[src/rtl/serial_subtractor_if.sv]
// Operand/result handshake bundle for the bit-serial subtractor.
interface serial_subtractor_if #(
  parameter int unsigned WIDTH = 8
);
  logic             in_valid;
  logic             in_ready;
  logic [WIDTH-1:0] a;
  logic [WIDTH-1:0] b;
  logic             bin;
  logic             out_valid;
  logic             out_ready;
  logic [WIDTH-1:0] d;
  logic             bo;

  // Operand source / result consumer side.
  modport master (
    output in_valid, a, b, bin, out_ready,
    input  in_ready, out_valid, d, bo
  );

  // Subtractor side.
  modport slave (
    input  in_valid, a, b, bin, out_ready,
    output in_ready, out_valid, d, bo
  );
endinterface

[src/rtl/serial_subtractor.sv]
// Bit-serial subtractor: d = a - b - bin, LSB first, one bit per clock.
module serial_subtractor #(
  parameter int unsigned WIDTH = 8
) (
  input  logic               clk,
  input  logic               rst_n,
  serial_subtractor_if.slave bus
);

  localparam int unsigned CNT_W = $clog2(WIDTH + 1);

  typedef enum logic [1:0] {
    IDLE = 2'd0,
    RUN  = 2'd1,
    DONE = 2'd2
  } state_t;

  state_t           state;
  logic [WIDTH-1:0] a_q;
  logic [WIDTH-1:0] b_q;
  logic [WIDTH-1:0] d_q;
  logic [CNT_W-1:0] cnt_q;
  logic             br_q;
  logic             bo_q;
  logic             in_ready_q;
  logic             out_valid_q;

  logic ai;
  logic bi;
  logic di;
  logic br_next;

  // Full-subtract cell: two half-subtract stages with OR-ed borrows.
  always_comb begin
    ai      = a_q[0];
    bi      = b_q[0];
    di      = ai ^ bi ^ br_q;
    br_next = (~ai & bi) | (~(ai ^ bi) & br_q);
  end

  // Control FSM and serial datapath; handshake outputs registered with the state.
  always_ff @(posedge clk or negedge rst_n) begin
    if (!rst_n) begin
      state       <= IDLE;
      a_q         <= '0;
      b_q         <= '0;
      d_q         <= '0;
      cnt_q       <= '0;
      br_q        <= 1'b0;
      bo_q        <= 1'b0;
      in_ready_q  <= 1'b1;
      out_valid_q <= 1'b0;
    end else begin
      case (state)
        IDLE: begin
          if (bus.in_valid && in_ready_q) begin
            a_q        <= bus.a;
            b_q        <= bus.b;
            br_q       <= bus.bin;
            cnt_q      <= '0;
            in_ready_q <= 1'b0;
            state      <= RUN;
          end
        end
        RUN: begin
          a_q   <= a_q >> 1;
          b_q   <= b_q >> 1;
          d_q   <= (d_q >> 1) | (WIDTH'(di) << (WIDTH - 1));
          br_q  <= br_next;
          cnt_q <= cnt_q + CNT_W'(1);
          if (cnt_q == CNT_W'(WIDTH - 1)) begin
            bo_q        <= br_next;
            out_valid_q <= 1'b1;
            state       <= DONE;
          end
        end
        DONE: begin
          if (bus.out_ready) begin
            out_valid_q <= 1'b0;
            in_ready_q  <= 1'b1;
            state       <= IDLE;
          end
        end
        default: begin
          out_valid_q <= 1'b0;
          in_ready_q  <= 1'b1;
          state       <= IDLE;
        end
      endcase
    end
  end

  assign bus.in_ready  = in_ready_q;
  assign bus.out_valid = out_valid_q;
  assign bus.d         = d_q;
  assign bus.bo        = bo_q;

endmodule

[src/flat_wrapper.sv]
// flat-port wrapper written by rule: the top's interface ports become plain ports
module serial_subtractor_flat 
#(
  parameter int unsigned WIDTH = 8
)
  (clk, rst_n, bus_in_valid, bus_a, bus_b, bus_bin, bus_out_ready, bus_in_ready, bus_out_valid, bus_d, bus_bo);
  serial_subtractor_if #(.WIDTH(WIDTH)) bus_i ();
  input  logic clk;
  input  logic rst_n;
  input wire logic [$bits(bus_i.in_valid)-1:0] bus_in_valid;
  input wire logic [$bits(bus_i.a)-1:0] bus_a;
  input wire logic [$bits(bus_i.b)-1:0] bus_b;
  input wire logic [$bits(bus_i.bin)-1:0] bus_bin;
  input wire logic [$bits(bus_i.out_ready)-1:0] bus_out_ready;
  output wire logic [$bits(bus_i.in_ready)-1:0] bus_in_ready;
  output wire logic [$bits(bus_i.out_valid)-1:0] bus_out_valid;
  output wire logic [$bits(bus_i.d)-1:0] bus_d;
  output wire logic [$bits(bus_i.bo)-1:0] bus_bo;
  assign bus_i.in_valid = bus_in_valid;
  assign bus_i.a = bus_a;
  assign bus_i.b = bus_b;
  assign bus_i.bin = bus_bin;
  assign bus_i.out_ready = bus_out_ready;
  assign bus_in_ready = bus_i.in_ready;
  assign bus_out_valid = bus_i.out_valid;
  assign bus_d = bus_i.d;
  assign bus_bo = bus_i.bo;
  serial_subtractor #(.WIDTH(WIDTH)) u_core (.clk(clk), .rst_n(rst_n), .bus(bus_i));
endmodule
[config.mk]
export PLATFORM = sky130hd
export DESIGN_NAME = serial_subtractor_flat
export DESIGN_NICKNAME = d
export VERILOG_FILES = /design/src/rtl/serial_subtractor_if.sv /design/src/rtl/serial_subtractor.sv /design/src/flat_wrapper.sv
export SDC_FILE = /design/constraint.sdc
export NUM_CORES = 1
export LEC_CHECK = 0
export BUFFER_PORTS_ARGS = -buffer_cell sky130_fd_sc_hd__buf_2
export CORE_ASPECT_RATIO = 0.6
export CORE_MARGIN = 5
export CORE_UTILIZATION = 57
export CTS_CLUSTER_SIZE = 16
export DETAILED_ROUTE_END_ITERATION = 8
export GPL_ROUTABILITY_DRIVEN = 1
export GPL_TIMING_DRIVEN = 0
export PLACE_DENSITY = 0.93
export SLEW_MARGIN = 20
export SYNTH_ARGS = -nofsm -noshare
export SYNTH_HDL_FRONTEND = slang
export SYNTH_SLANG_ARGS = --single-unit
[constraint.sdc]
create_clock -name clk -period 2.2 [get_ports clk]
set_input_delay 0 -clock clk [delete_from_list [all_inputs] [get_ports clk]]
set_output_delay 0 -clock clk [all_outputs]
set_load 0.02 [all_outputs]
==> impl_metrics.json <==
{
  "outcome": "complete, no violations",
  "diodes": 0,
  "synth_nets": 176,
  "power_density_nw_per_um2": 658,
  "synth_cell_types": 28,
  "place_inst": 216,
  "cts_tree": "done",
  "synth.avg_cell_area_um2": 10.3,
  "dieArea_um2": 3940,
  "clock_skew_ns": 0.00936,
  "cts_setup_buffers": 0,
  "switching_share": 0.211,
  "gp_congestion": 0.786,
  "io_pins": 32,
  "clk_latency_ns": 0.29,
  "syn_to_final_growth_pct": 20.3,
  "cp-start-kind": "flop",
  "initial_core_util": 0.609,
  "p_switching_uw": 262,
  "hpwlAfterDp_mm": 2.47,
  "criticalPathCategory": "reg -> reg",
  "nNetsFinal": 215,
  "arrival_ns": 1.74,
  "regToRegStartpoint": "u_core.bus.in_ready",
  "post_dp_cell_area_um2": 1760,
  "synth_common_cells": "33 x dfrtp_1, 33 x o21ai_0, 28 x nand2_1",
  "grtUsageTotal": 0.201,
  "layout-drive-gt1-share": 0.249,
  "h-tree-depth": 2,
  "timing.fmax_mhz": 635,
  "multi_input_area_um2": 639,
  "wirelength_mm": 3.58,
  "required_ns": 2.37,
  "min-delay-start": "bus_bin",
  "p_leak_uw": 0.00106,
  "yosys_warnings": 0,
  "grt_pass1_vias": 1307,
  "cts_buffer_depth": 2,
  "dr.pass1.iters": 4,
  "slew_headroom": 0.498,
  "tns_ns": 0,
  "nFillCells": 181,
  "p_seq_frac": 0.503,
  "irDropWorstVdd_uv": 320,
  "routedWlPerCell_um": 15.9,
  "synth.top_cell.area_share": 0.526,
  "cts_buffers": 5,
  "antenna_found_initial": 0,
  "cp-end-kind": "flop",
  "grt.overflow.total": 0,
  "drc": 0,
  "netlist_top_cells_area": "dfrtp_1 53%, o21ai_0 11%, mux2i_1 9.6%",
  "internal_power_uw": 981,
  "grt_setup_unrepaired": "false",
  "ys_seq_area_frac": 0.543,
  "clockPowerShare": 0.463,
  "fp.dieW_um": 77.7,
  "async_flop_share": 1.00,
  "cts_root_buffer": "clkbuf_8",
  "core.rowCount": 14,
  "crit_path_start": "u_core.bus.in_ready",
  "seq_area_um2": 852,
  "fin_cells": 225,
  "grt_pass1_wl_mm": 6.04,
  "clock_sinks": 34,
  "fin_crit_sh": 0.716,
  "syn-cell-area_um2": 1570,
  "synth_top_area_cell": "dfrtp_1",
  "hold_viol": 0,
  "synth_flop_cell": "dfrtp_1",
  "ant_nets": 0,
  "synth_edf_count": 0,
  "grt_max_degree": 35,
  "crit_fanout": 10,
  "comb_power_share": 0.034,
  "max_slew.worst_pin.slew_ns": 0.753,
  "synth_cells": 153,
  "io_buffers": 31,
  "vias_per_cell": 5.54,
  "slew_violations": 0,
  "period_needed_ns": 1.57,
  "clk_pin_slew_worst_paths_ns": 0.08,
  "die_h_um": 50.6,
  "cap_violations": 0,
  "via_count": 1247,
  "hold_path.class": "in -> reg",
  "setup_violations": 0,
  "coreArea_um2": 2570,
  "drt_iter0_drc": 58,
  "final_area_um2": 1890,
  "r2r_setup_slack_ns": 0.63,
  "ys_ff_latch": 34
}
critical path, stage by stage, from the launching register on:
cell,delay (ns)
dfstp_2,0.60
a21oi_2,0.12
or2_1,0.25
buf_6,0.15
a221o_1,0.34
kinds of logic after synthesis:
logic type,after synthesis,share of synthesized area
AOI/OAI and AO/OA,45,0.159
xor gates and xnor gates,1,0.00558
adders and majority gates,2,0.0207
buffers and inverters,14,0.0494
DFF,34,0.543
muxes,16,0.103
and+or+nand+nor,41,0.119
area by class of cell:
type                    count  area share
multi-input cells         105       0.339
well taps                  32      0.0212
flip-flops and latches     34       0.451
inverters                   4     0.00795
clock buffers               5      0.0364
repair buffers             32      0.0875
clock inverters             3      0.0239
plain buffers              10      0.0331
per-stage QoR:
| step | total power (uW) | setup slack (ns) | hold WS [ns] | utilization |
|---|---|---|---|---|
| finish | 1240 | 0.626 | 0.00461 | 0.733 |
| detailed placement | 678 | 0.655 | 0.112 | 0.685 |
| floorplan | 645 | 0.675 | -0.296 | - |
| global route | 1290 | 0.488 | 0.0269 | 0.733 |
| CTS | 1250 | 0.637 | 0.00345 | 0.733 |
| global placement | 675 | 0.700 | 0.0844 | 0.685 |
cell usage in the layout, fill, tap and decap left out, drive strengths merged, types with 2 or more instances in the layout:
| cell | instances |
|---|---|
| nor3b | 2 |
| o21ai | 33 |
| clkbuf | 9 |
| inv | 4 |
| nand2 | 28 |
| clkinvlp | 2 |
| a21oi | 6 |
| nor2 | 3 |
| and4b | 2 |
| a22o | 2 |
| dfrtp | 33 |
| nor2b | 2 |
| mux2i | 15 |
| buf | 37 |
| a21o | 2 |
power by group through the flow:
stage          clock [uW]  combinational (uW)  sequential [uW]
2_1_floorplan           0                8.30              637
3_3_place_gp            0                38.5              637
3_5_place_dp            0                41.1              637
4_1_cts               584                43.0              625
5_1_grt               620                48.2              624
6_report              575                42.0              625
final timing paths:
| check | to | depth (start not counted) |
|---|---|---|
| worst min register to register | u_core.bus.d[0] | 2 |
| worst max register to register | u_core.cnt_q[2] | 4 |
| max in group asynchronous | u_core.bus.d[2] | 2 |
| worst min-delay path | u_core.br_q | 3 |
| min in group asynchronous | u_core.b_q[1] | 2 |
| worst max-delay path | u_core.cnt_q[2] | 4 |
registers in the layout, indices dropped and copies added (netlist names):
signal / flops
u_core.bus.out_valid: 1
u_core.bus.bo: 1
u_core.cnt_q: 4
u_core.br_q: 1
u_core.state: 2
u_core.bus.in_ready: 1
u_core.bus.d: 8
u_core.a_q: 8
u_core.b_q: 8
routing by layer:
| layer | up-vias | track usage | share of wire |
|---|---|---|---|
| met4 | 0 | 0.0829 | 0.020 |
| met2 | 36 | 0.330 | 0.48 |
| met3 | 9 | 0.0589 | 0.060 |
| met1 | 598 | 0.250 | 0.44 |
| met5 | - | 0 | 0 |
| li1 | 604 | - | - |
what timing repair did:
action	4_1_cts	5_1_grt
hold buffers	1	0
resized for setup	0	0
hold endpoints to repair	33	0
(Power assumes the default switching activity.)
